## src/rtl/cpu_mcycle_bus_if.sv

```systemverilog
// ---------------------------------------------------------------------------
// cpu_mcycle_bus_if
//   Bundles the signals between the control unit, the external memory bus
//   and the M-cycle sequencer.
//   master : the control unit / memory side. It drives stall, nxt_kind,
//            nxt_adr, nxt_wdata and din, and observes the sequencer outputs.
//   slave  : the sequencer (cpu_mcycle_bus). It drives adr, rd, wr, dout,
//            dout_en, rdata, rdata_valid, tstate and mcyc_start.
// ---------------------------------------------------------------------------
interface cpu_mcycle_bus_if #(
    parameter int ADR_W = 16,
    parameter int DAT_W = 8
);
    // request side, sampled by the sequencer
    logic             stall;
    logic [1:0]       nxt_kind;
    logic [ADR_W-1:0] nxt_adr;
    logic [DAT_W-1:0] nxt_wdata;
    logic [DAT_W-1:0] din;

    // registered outputs of the sequencer
    logic [ADR_W-1:0] adr;
    logic             rd;
    logic             wr;
    logic [DAT_W-1:0] dout;
    logic             dout_en;
    logic [DAT_W-1:0] rdata;
    logic             rdata_valid;
    logic [1:0]       tstate;
    logic             mcyc_start;

    modport master (
        output stall, nxt_kind, nxt_adr, nxt_wdata, din,
        input  adr, rd, wr, dout, dout_en, rdata, rdata_valid, tstate, mcyc_start
    );

    modport slave (
        input  stall, nxt_kind, nxt_adr, nxt_wdata, din,
        output adr, rd, wr, dout, dout_en, rdata, rdata_valid, tstate, mcyc_start
    );
endinterface

```

## src/rtl/cpu_mcycle_bus.sv

```systemverilog
// ---------------------------------------------------------------------------
// cpu_mcycle_bus
//   M-cycle bus sequencer. Each M-cycle is four T-states (T1..T4). On the
//   edge leaving T4 (unless stalled) the next access (idle/read/write) is
//   latched, then address, strobes and write data are driven with fixed
//   T-state timing. Reads capture din at the end of T(RD_SAMPLE_T) and
//   return it as rdata with a one-clock rdata_valid pulse.
// Ports
//   clk    : system clock, one T-state per cycle
//   reset  : synchronous, active-high; wins over every other input
//   bus    : cpu_mcycle_bus_if.slave
//            in : stall, nxt_kind, nxt_adr, nxt_wdata, din
//            out: adr, rd, wr, dout, dout_en, rdata, rdata_valid,
//                 tstate, mcyc_start (all registered)
// ---------------------------------------------------------------------------
module cpu_mcycle_bus #(
    parameter int ADR_W       = 16,
    parameter int DAT_W       = 8,
    parameter int RD_SAMPLE_T = 3    // 2 or 3
) (
    input  logic             clk,
    input  logic             reset,
    cpu_mcycle_bus_if.slave  bus
);

    typedef enum logic [1:0] {
        T1 = 2'd0,
        T2 = 2'd1,
        T3 = 2'd2,
        T4 = 2'd3
    } tstate_e;

    typedef enum logic [1:0] {
        K_IDLE  = 2'd0,
        K_READ  = 2'd1,
        K_WRITE = 2'd2
    } kind_e;

    // T-state whose closing edge samples din; anything other than 2 maps to T3
    localparam tstate_e SAMPLE_T = (RD_SAMPLE_T == 2) ? T2 : T3;

    tstate_e          tstate_q,      tstate_d;
    kind_e            kind_q,        kind_d;
    logic [ADR_W-1:0] adr_q,         adr_d;
    logic [DAT_W-1:0] wdata_q,       wdata_d;
    logic [DAT_W-1:0] dout_q,        dout_d;
    logic             dout_en_q,     dout_en_d;
    logic             rd_q,          rd_d;
    logic             wr_q,          wr_d;
    logic [DAT_W-1:0] rdata_q,       rdata_d;
    logic             rdata_valid_q, rdata_valid_d;
    logic             mcyc_start_q,  mcyc_start_d;
    logic             latch;

    // ---------------------------------------------------------------
    // State register
    // ---------------------------------------------------------------
    always_ff @(posedge clk) begin
        if (reset) begin
            tstate_q      <= T4;
            kind_q        <= K_IDLE;
            adr_q         <= '0;
            wdata_q       <= '0;
            dout_q        <= '0;
            dout_en_q     <= 1'b0;
            rd_q          <= 1'b0;
            wr_q          <= 1'b0;
            rdata_q       <= '0;
            rdata_valid_q <= 1'b0;
            mcyc_start_q  <= 1'b0;
        end else begin
            tstate_q      <= tstate_d;
            kind_q        <= kind_d;
            adr_q         <= adr_d;
            wdata_q       <= wdata_d;
            dout_q        <= dout_d;
            dout_en_q     <= dout_en_d;
            rd_q          <= rd_d;
            wr_q          <= wr_d;
            rdata_q       <= rdata_d;
            rdata_valid_q <= rdata_valid_d;
            mcyc_start_q  <= mcyc_start_d;
        end
    end

    // ---------------------------------------------------------------
    // Next-state and output logic
    // ---------------------------------------------------------------
    always_comb begin
        tstate_d      = tstate_q;
        kind_d        = kind_q;
        adr_d         = adr_q;
        wdata_d       = wdata_q;
        dout_d        = dout_q;
        rdata_d       = rdata_q;
        rdata_valid_d = 1'b0;

        latch = (tstate_q == T4) && !bus.stall;

        // T counter; stall only matters in T4
        unique case (tstate_q)
            T1:      tstate_d = T2;
            T2:      tstate_d = T3;
            T3:      tstate_d = T4;
            default: tstate_d = bus.stall ? T4 : T1;
        endcase

        // Latch the next request; reserved kind 3 runs as idle and idle
        // M-cycles leave the address bus where it was.
        if (latch) begin
            unique case (bus.nxt_kind)
                2'd1:    kind_d = K_READ;
                2'd2:    kind_d = K_WRITE;
                default: kind_d = K_IDLE;
            endcase
            if (kind_d != K_IDLE) adr_d   = bus.nxt_adr;
            if (kind_d == K_WRITE) wdata_d = bus.nxt_wdata;
        end

        // Write data goes onto dout on entry to T2 and then just holds
        if (kind_q == K_WRITE && tstate_q == T1) dout_d = wdata_q;

        // Read capture at the end of the sample T-state
        if (kind_q == K_READ && tstate_q == SAMPLE_T) begin
            rdata_d       = bus.din;
            rdata_valid_d = 1'b1;
        end

        // Strobes are decoded from the state being entered so that they
        // come straight out of flops. wr is confined to T2..T3, which keeps
        // it clear of any rd in the neighbouring M-cycle.
        rd_d         = (kind_d == K_READ);
        wr_d         = (kind_d == K_WRITE) && (tstate_d == T2 || tstate_d == T3);
        dout_en_d    = (kind_d == K_WRITE) && (tstate_d != T1);
        mcyc_start_d = (tstate_d == T1);
    end

    assign bus.adr         = adr_q;
    assign bus.rd          = rd_q;
    assign bus.wr          = wr_q;
    assign bus.dout        = dout_q;
    assign bus.dout_en     = dout_en_q;
    assign bus.rdata       = rdata_q;
    assign bus.rdata_valid = rdata_valid_q;
    assign bus.tstate      = tstate_q;
    assign bus.mcyc_start  = mcyc_start_q;

endmodule
```

## src/flat_wrapper.sv

```systemverilog
// flat-port wrapper written by rule: the top's interface ports become plain ports
module cpu_mcycle_bus_flat 
#(
    parameter int ADR_W       = 16,
    parameter int DAT_W       = 8,
    parameter int RD_SAMPLE_T = 3             
)
  (clk, reset, bus_stall, bus_nxt_kind, bus_nxt_adr, bus_nxt_wdata, bus_din, bus_adr, bus_rd, bus_wr, bus_dout, bus_dout_en, bus_rdata, bus_rdata_valid, bus_tstate, bus_mcyc_start);
  cpu_mcycle_bus_if #(.ADR_W(ADR_W), .DAT_W(DAT_W)) bus_i ();
  input  logic clk;
  input  logic reset;
  input wire logic [$bits(bus_i.stall)-1:0] bus_stall;
  input wire logic [$bits(bus_i.nxt_kind)-1:0] bus_nxt_kind;
  input wire logic [$bits(bus_i.nxt_adr)-1:0] bus_nxt_adr;
  input wire logic [$bits(bus_i.nxt_wdata)-1:0] bus_nxt_wdata;
  input wire logic [$bits(bus_i.din)-1:0] bus_din;
  output wire logic [$bits(bus_i.adr)-1:0] bus_adr;
  output wire logic [$bits(bus_i.rd)-1:0] bus_rd;
  output wire logic [$bits(bus_i.wr)-1:0] bus_wr;
  output wire logic [$bits(bus_i.dout)-1:0] bus_dout;
  output wire logic [$bits(bus_i.dout_en)-1:0] bus_dout_en;
  output wire logic [$bits(bus_i.rdata)-1:0] bus_rdata;
  output wire logic [$bits(bus_i.rdata_valid)-1:0] bus_rdata_valid;
  output wire logic [$bits(bus_i.tstate)-1:0] bus_tstate;
  output wire logic [$bits(bus_i.mcyc_start)-1:0] bus_mcyc_start;
  assign bus_i.stall = bus_stall;
  assign bus_i.nxt_kind = bus_nxt_kind;
  assign bus_i.nxt_adr = bus_nxt_adr;
  assign bus_i.nxt_wdata = bus_nxt_wdata;
  assign bus_i.din = bus_din;
  assign bus_adr = bus_i.adr;
  assign bus_rd = bus_i.rd;
  assign bus_wr = bus_i.wr;
  assign bus_dout = bus_i.dout;
  assign bus_dout_en = bus_i.dout_en;
  assign bus_rdata = bus_i.rdata;
  assign bus_rdata_valid = bus_i.rdata_valid;
  assign bus_tstate = bus_i.tstate;
  assign bus_mcyc_start = bus_i.mcyc_start;
  cpu_mcycle_bus #(.ADR_W(ADR_W), .DAT_W(DAT_W), .RD_SAMPLE_T(RD_SAMPLE_T)) u_core (.clk(clk), .reset(reset), .bus(bus_i));
endmodule
```

## config.mk

```make
export PLATFORM = sky130hd
export DESIGN_NAME = cpu_mcycle_bus_flat
export DESIGN_NICKNAME = d
export VERILOG_FILES = /design/src/rtl/cpu_mcycle_bus_if.sv /design/src/rtl/cpu_mcycle_bus.sv /design/src/flat_wrapper.sv
export SDC_FILE = /design/constraint.sdc
export NUM_CORES = 1
export LEC_CHECK = 0
export BUFFER_PORTS_ARGS = -buffer_cell sky130_fd_sc_hd__buf_2
export CAP_MARGIN = 20
export CELL_PAD_IN_SITES_DETAIL_PLACEMENT = 1
export CELL_PAD_IN_SITES_GLOBAL_PLACEMENT = 2
export CORE_UTILIZATION = 28
export DETAILED_ROUTE_END_ITERATION = 8
export GPL_TIMING_DRIVEN = 0
export PLACE_DENSITY_LB_ADDON = 0.05
export REMOVE_ABC_BUFFERS = 1
export SYNTH_ARGS = -nofsm -noshare
export SYNTH_HDL_FRONTEND = slang
export SYNTH_SLANG_ARGS = --single-unit
```

## constraint.sdc

```tcl
create_clock -name clk -period 3.7 [get_ports clk]
set_input_delay 0.185 -clock clk [delete_from_list [all_inputs] [get_ports clk]]
set_output_delay 0.185 -clock clk [all_outputs]
set_load 0.005 [all_outputs]
```

Yosys cells after proc, flatten, opt, wreduce, memory -nomap -nowiden:

Index checks and enable logic that the tools add are counted.

* output and inout port bits: 39
* logic and storage cells: 42
* register bits after elaboration: 49
* bits of input ports: 37

* reductions and logical operators: 13
* multiplexer cells: 6
* equal/unequal tests: 12

Operator list (count)
* $eq A2 B2 Y1 const B: 7
* $eq A2 B1 Y1 const B: 5
* $mux W2: 3
* $pmux W2 S3: 1
* $logic_and A1 B1 Y1: 5
* $logic_not A2 Y1: 2
* $pmux W2 S2: 1
* $reduce_and A2 Y1: 2
* $reduce_bool A2 Y1: 2
* $logic_not A1 Y1: 1
* $logic_or A1 B1 Y1: 1
* $mux W1: 1

Longest topological paths before layout:

* depth in word-level cells: 6
* gate-level depth with buffers: 7
* gate-level depth less buffers: 5

Worst setup path after synthesis:

Ideal clock, no wire load.

* path type: register -> register
* start point: reg u_core.tstate_q[1], in the netlist u_core.bus.tstate[1]
* end point: reg u_core.adr_q[10], in the netlist u_core.bus.adr[10]
* period minus slack after synthesis: 1500 ps
* arrival time: 1368 ps
* path slack: 2200 ps
* data required time: 3568 ps
* stages on the path, launching flop included: 7
* path buffers: 2
* library setup time: 132 ps
* cells stage by stage: dfxtp_1 -> ha_1 -> or3b_1 -> clkbuf_2 -> buf_2 -> nand2_1 -> a21oi_1

* word-level cells in the longest chain between the ends: 3

RTL lines
* start: declaration: RTL line cpu_mcycle_bus.sv:42 `tstate_e tstate_q, tstate_d;`
* start signal: assignment: RTL line cpu_mcycle_bus.sv:72 `tstate_q <= tstate_d;`
* $eq A2 B2 Y1: RTL line cpu_mcycle_bus.sv:98 `latch = (tstate_q == T4) && !bus.stall;`
* $logic_and A1 B1 Y1: RTL line cpu_mcycle_bus.sv:98
* $reduce_and A2 Y1 (no source line)
* end signal: assignment: RTL line cpu_mcycle_bus.sv:74 `adr_q <= adr_d;`
* end: declaration: RTL line cpu_mcycle_bus.sv:44 `logic [ADR_W-1:0] adr_q, adr_d;`

No other way between the ends.
A chain may end at the register's enable or synchronous reset.

Final worst setup path:

* start point: reg u_core.tstate_q[1], in the netlist u_core.bus.tstate[1]
* end point: reg u_core.adr_q[1], in the netlist u_core.bus.adr[1]

The elaborated chain is that of the path after synthesis.

==> impl_results.md <==
* Post-route ant nets at 0
* Peak VDD IR at approximately 0.18 mV
* Cell family with the largest share of critical-path delay: simple AND/OR/NAND/NOR gates
* Leakage at 1.06 nW
* Mux share of post-synthesis cell area at 0.0162
* MaxCap Viol Count at 0
* Clk_lat worst skew at around 300 ps
* Final net count at about 340
* R2R Setup Slk at 1940 ps
* Total gr overflow at 0
* Pwr dens at ~450 nW/µm²
* CP Data Required Time at just under 4000 ps
* Crit path buf inv count at 0
* Setup crit end kind: flip-flop
* Clk_skew at just under 4 ps
* Register area share after synthesis at 0.531
* Total die area at 6930 µm²
* Initial Util at 0.291
* Area contributors post-synth: dfxtp_1 (53%), nand2_1 (16%), a21oi_1 (11%)
* Root Buffer: clkbuf_8
* PortBufs at 75
* Ys async rst share at 0
* Critical R2R Capture: u_core.bus.adr[1]
* Post-synthesis cell count at 220
* Chip Width at between 80 and 90 µm
* Hold path cells at 3
* Max Clock Freq at around 570 MHz
* RSZ-0062 raised after global routing: false
* Crit-path max cell delay at approximately 650 ps
* Post-CTS sizing at 0
* Largest net degree at the start of global routing at 50
* Post-synthesis simple-gate area fraction at 0.246
* Post-route minimum period at 1760 ps
* Final HPWL DP at between 3000 and 4000 µm
* Global-route wire length before repair at between 7000 and 8000 µm
* Core ar. at approximately 6300 µm²
* EDFF count, synth at 0
* Largest family of logic cells by synthesized area: simple AND/OR/NAND/NOR gates
* Overall Global Routing Usage at 0.138
* H-tree level count at 2
* Synth top area share at 0.531
* Worst min path class: primary input to flip-flop
* Num Clock Sinks at 49
* GPL Wtd Cong at approximately 0.67
* CTS Buf Count at 5
* R2R Path Start: u_core.bus.tstate[1]
* Synth Area in XOR/XNOR at 0
* Synth Register Bits at 49
* Post-layout power at 1.07 mW
* Row cnt at 29
* Routed len/inst at around 13 µm
* Hold violation total from the final report at 0
* Hold EP: u_core.bus.adr[13]
* Initial antenna violation count at 0
* CP arrival at roughly 1900 ps
* Synth Area in Adders at 0.0542
* Commonest cells in the netlist: nand2_1 (80), dfxtp_1 (49), a21oi_1 (41), clkbuf_1 (8), ha_1 (8)
* Setup repair bufs after CTS at 0
* Synth cell types at 22
* I/O pins at 76
* Min-delay src: bus_nxt_adr[13]
* Crit-path max FO at 16
* Hold_buf cts at 0
* Worst Reg-to-Reg Cells at 4
* Top-count cell post-synth: nand2_1
* Die height at roughly 83 µm
* Clock Path Buffers at 2
* DRC at 0
* Period utilization at 0.474
* Syn Area/Cell at between 8 and 9 µm²
* Slew margin rel. at 0.381
* Share of cells above drive strength 1 at 0.291
* Worst-path clk slew at approximately 90 ps
* Vias in the first global route at 1628
* Iter 0 DRT Violations at 32
* Tightest Pin Transition at 928 ps
* Setup tns final at 0 ps
* CTS tree: yes
* Routed wire length at about 4600 µm
* Synth area leader: dfxtp_1
* N_diodes at 0
* Ys Warns at 0
* Prevailing post-synth register cell: dfxtp_1
* Drt pass-1 iters at 4
* Max-slew violation count at 0
* Complex-gate fraction of the synthesized area at 0.118
* Area grow syn2layout at 28.4%
* Vias post-DR at 1672
* CP Class: flip-flop to flip-flop
* Final Setup Violations at 0
* Crit-path cells: ha_1 > or3b_1 > nand2_1 > a21oi_1
* Worst setup SP type: flip-flop
* Run status: finished, final reports clean
* Netlist Area Pre-Place at 1850 µm²
* Crit-path slowest cell: or3b_1
* Drt via density at about 4.5
## stage by stage
stage,utilization,cell area (µm²),hold WS (ps),worst slack [ps],std cells
finish,0.374,2370,114,1940,369
global route,0.374,2370,103,1790,369
CTS,0.372,2360,104,1720,368
detailed placement,0.358,2270,432,1750,361
global placement,0.358,2270,427,1770,361
floorplan,-,1800,254,2240,209
## power by group
group          switching (mW)  internal, mW  total (mW)
logic                  0.0942        0.0810       0.175
registers              0.0182         0.557       0.575
clock network           0.170         0.149       0.319
## layer usage
| metal | share of wire | vias up | global-route usage | wire, µm |
|---|---|---|---|---|
| met5 | 0 | - | 0 | 0 |
| met4 | 0.0067 | 0 | 0.0376 | 31 |
| met3 | 0.060 | 4 | 0.0487 | 277 |
| met2 | 0.47 | 49 | 0.237 | 2180 |
| met1 | 0.46 | 762 | 0.164 | 2140 |
| li1 | - | 857 | - | - |
## final cells by class
type,count,area [µm²]
Fill cell,813,3980
Sequential cell,49,981
Multi-Input combinational cell,155,803
Timing Repair Buffer,76,387
Tap cell,77,96.3
Clock buffer,7,86.3
Inverter,5,18.8
## kinds of logic after synthesis
kind of cell / count (synthesis)
AND/OR/NAND/NOR: 101
flip-flops: 49
AO/OA/AOI/OAI: 43
buffers and inverters: 16
adder cells (fa/ha/maj): 8
multiplexers: 3
## cell usage in the layout, fill, tap and decap left out
cell | Yosys | layout
a21oi_1 | 41 | 41
a31oi_1 | 1 | 1
and3b_1 | 3 | 3
and4bb_2 | 1 | 1
buf_2 | 2 | 75
buf_6 | 0 | 1
clkbuf_1 | 8 | 1
clkbuf_8 | 0 | 6
dfxtp_1 | 49 | 49
ha_1 | 8 | 8
inv_1 | 5 | 5
mux2i_1 | 3 | 3
nand2_1 | 80 | 80
nand2b_1 | 4 | 4
nand3b_1 | 4 | 4
nor2_1 | 3 | 3
nor2b_1 | 1 | 1
nor3_1 | 1 | 1
nor3b_1 | 1 | 1
nor3b_2 | 1 | 1
o31ai_1 | 1 | 1
or3b_1 | 1 | 1
or3b_2 | 1 | 1
## sequential cells by signal, indices dropped and copies added, names as in the netlist
name,flops
u_core.kind_q,2
u_core.bus.rd,1
u_core.bus.mcyc_start,1
u_core.bus.dout_en,1
u_core.bus.rdata_valid,1
u_core.bus.wr,1
u_core.bus.rdata,8
u_core.bus.dout,8
u_core.bus.tstate,2
u_core.wdata_q,8
u_core.bus.adr,16
## worst max-delay path by stage
stage	start	end	slack (ps)	cells past startpoint
after detailed placement	u_core.bus.tstate[1]	u_core.bus.adr[7]	1750	4
after CTS	u_core.bus.tstate[1]	u_core.bus.adr[7]	1720	4
after floorplan	u_core.bus.tstate[1]	u_core.bus.adr[0]	2240	4
final	u_core.bus.tstate[1]	u_core.bus.adr[1]	1940	4
after global routing	u_core.bus.tstate[1]	u_core.bus.adr[7]	1790	4
after global placement	u_core.bus.tstate[1]	u_core.bus.adr[5]	1770	4
## worst reg2reg max path: cells and delay by family (launching register included)
kind | cells | cell delay [ps]
AND/OR/NAND/NOR | 2 | 830
AO/OA/AOI/OAI | 1 | 70
flip-flops | 1 | 420
adder cells (fa/ha/maj) | 1 | 290
No activity file was read; power rests on OpenSTA's default activity.
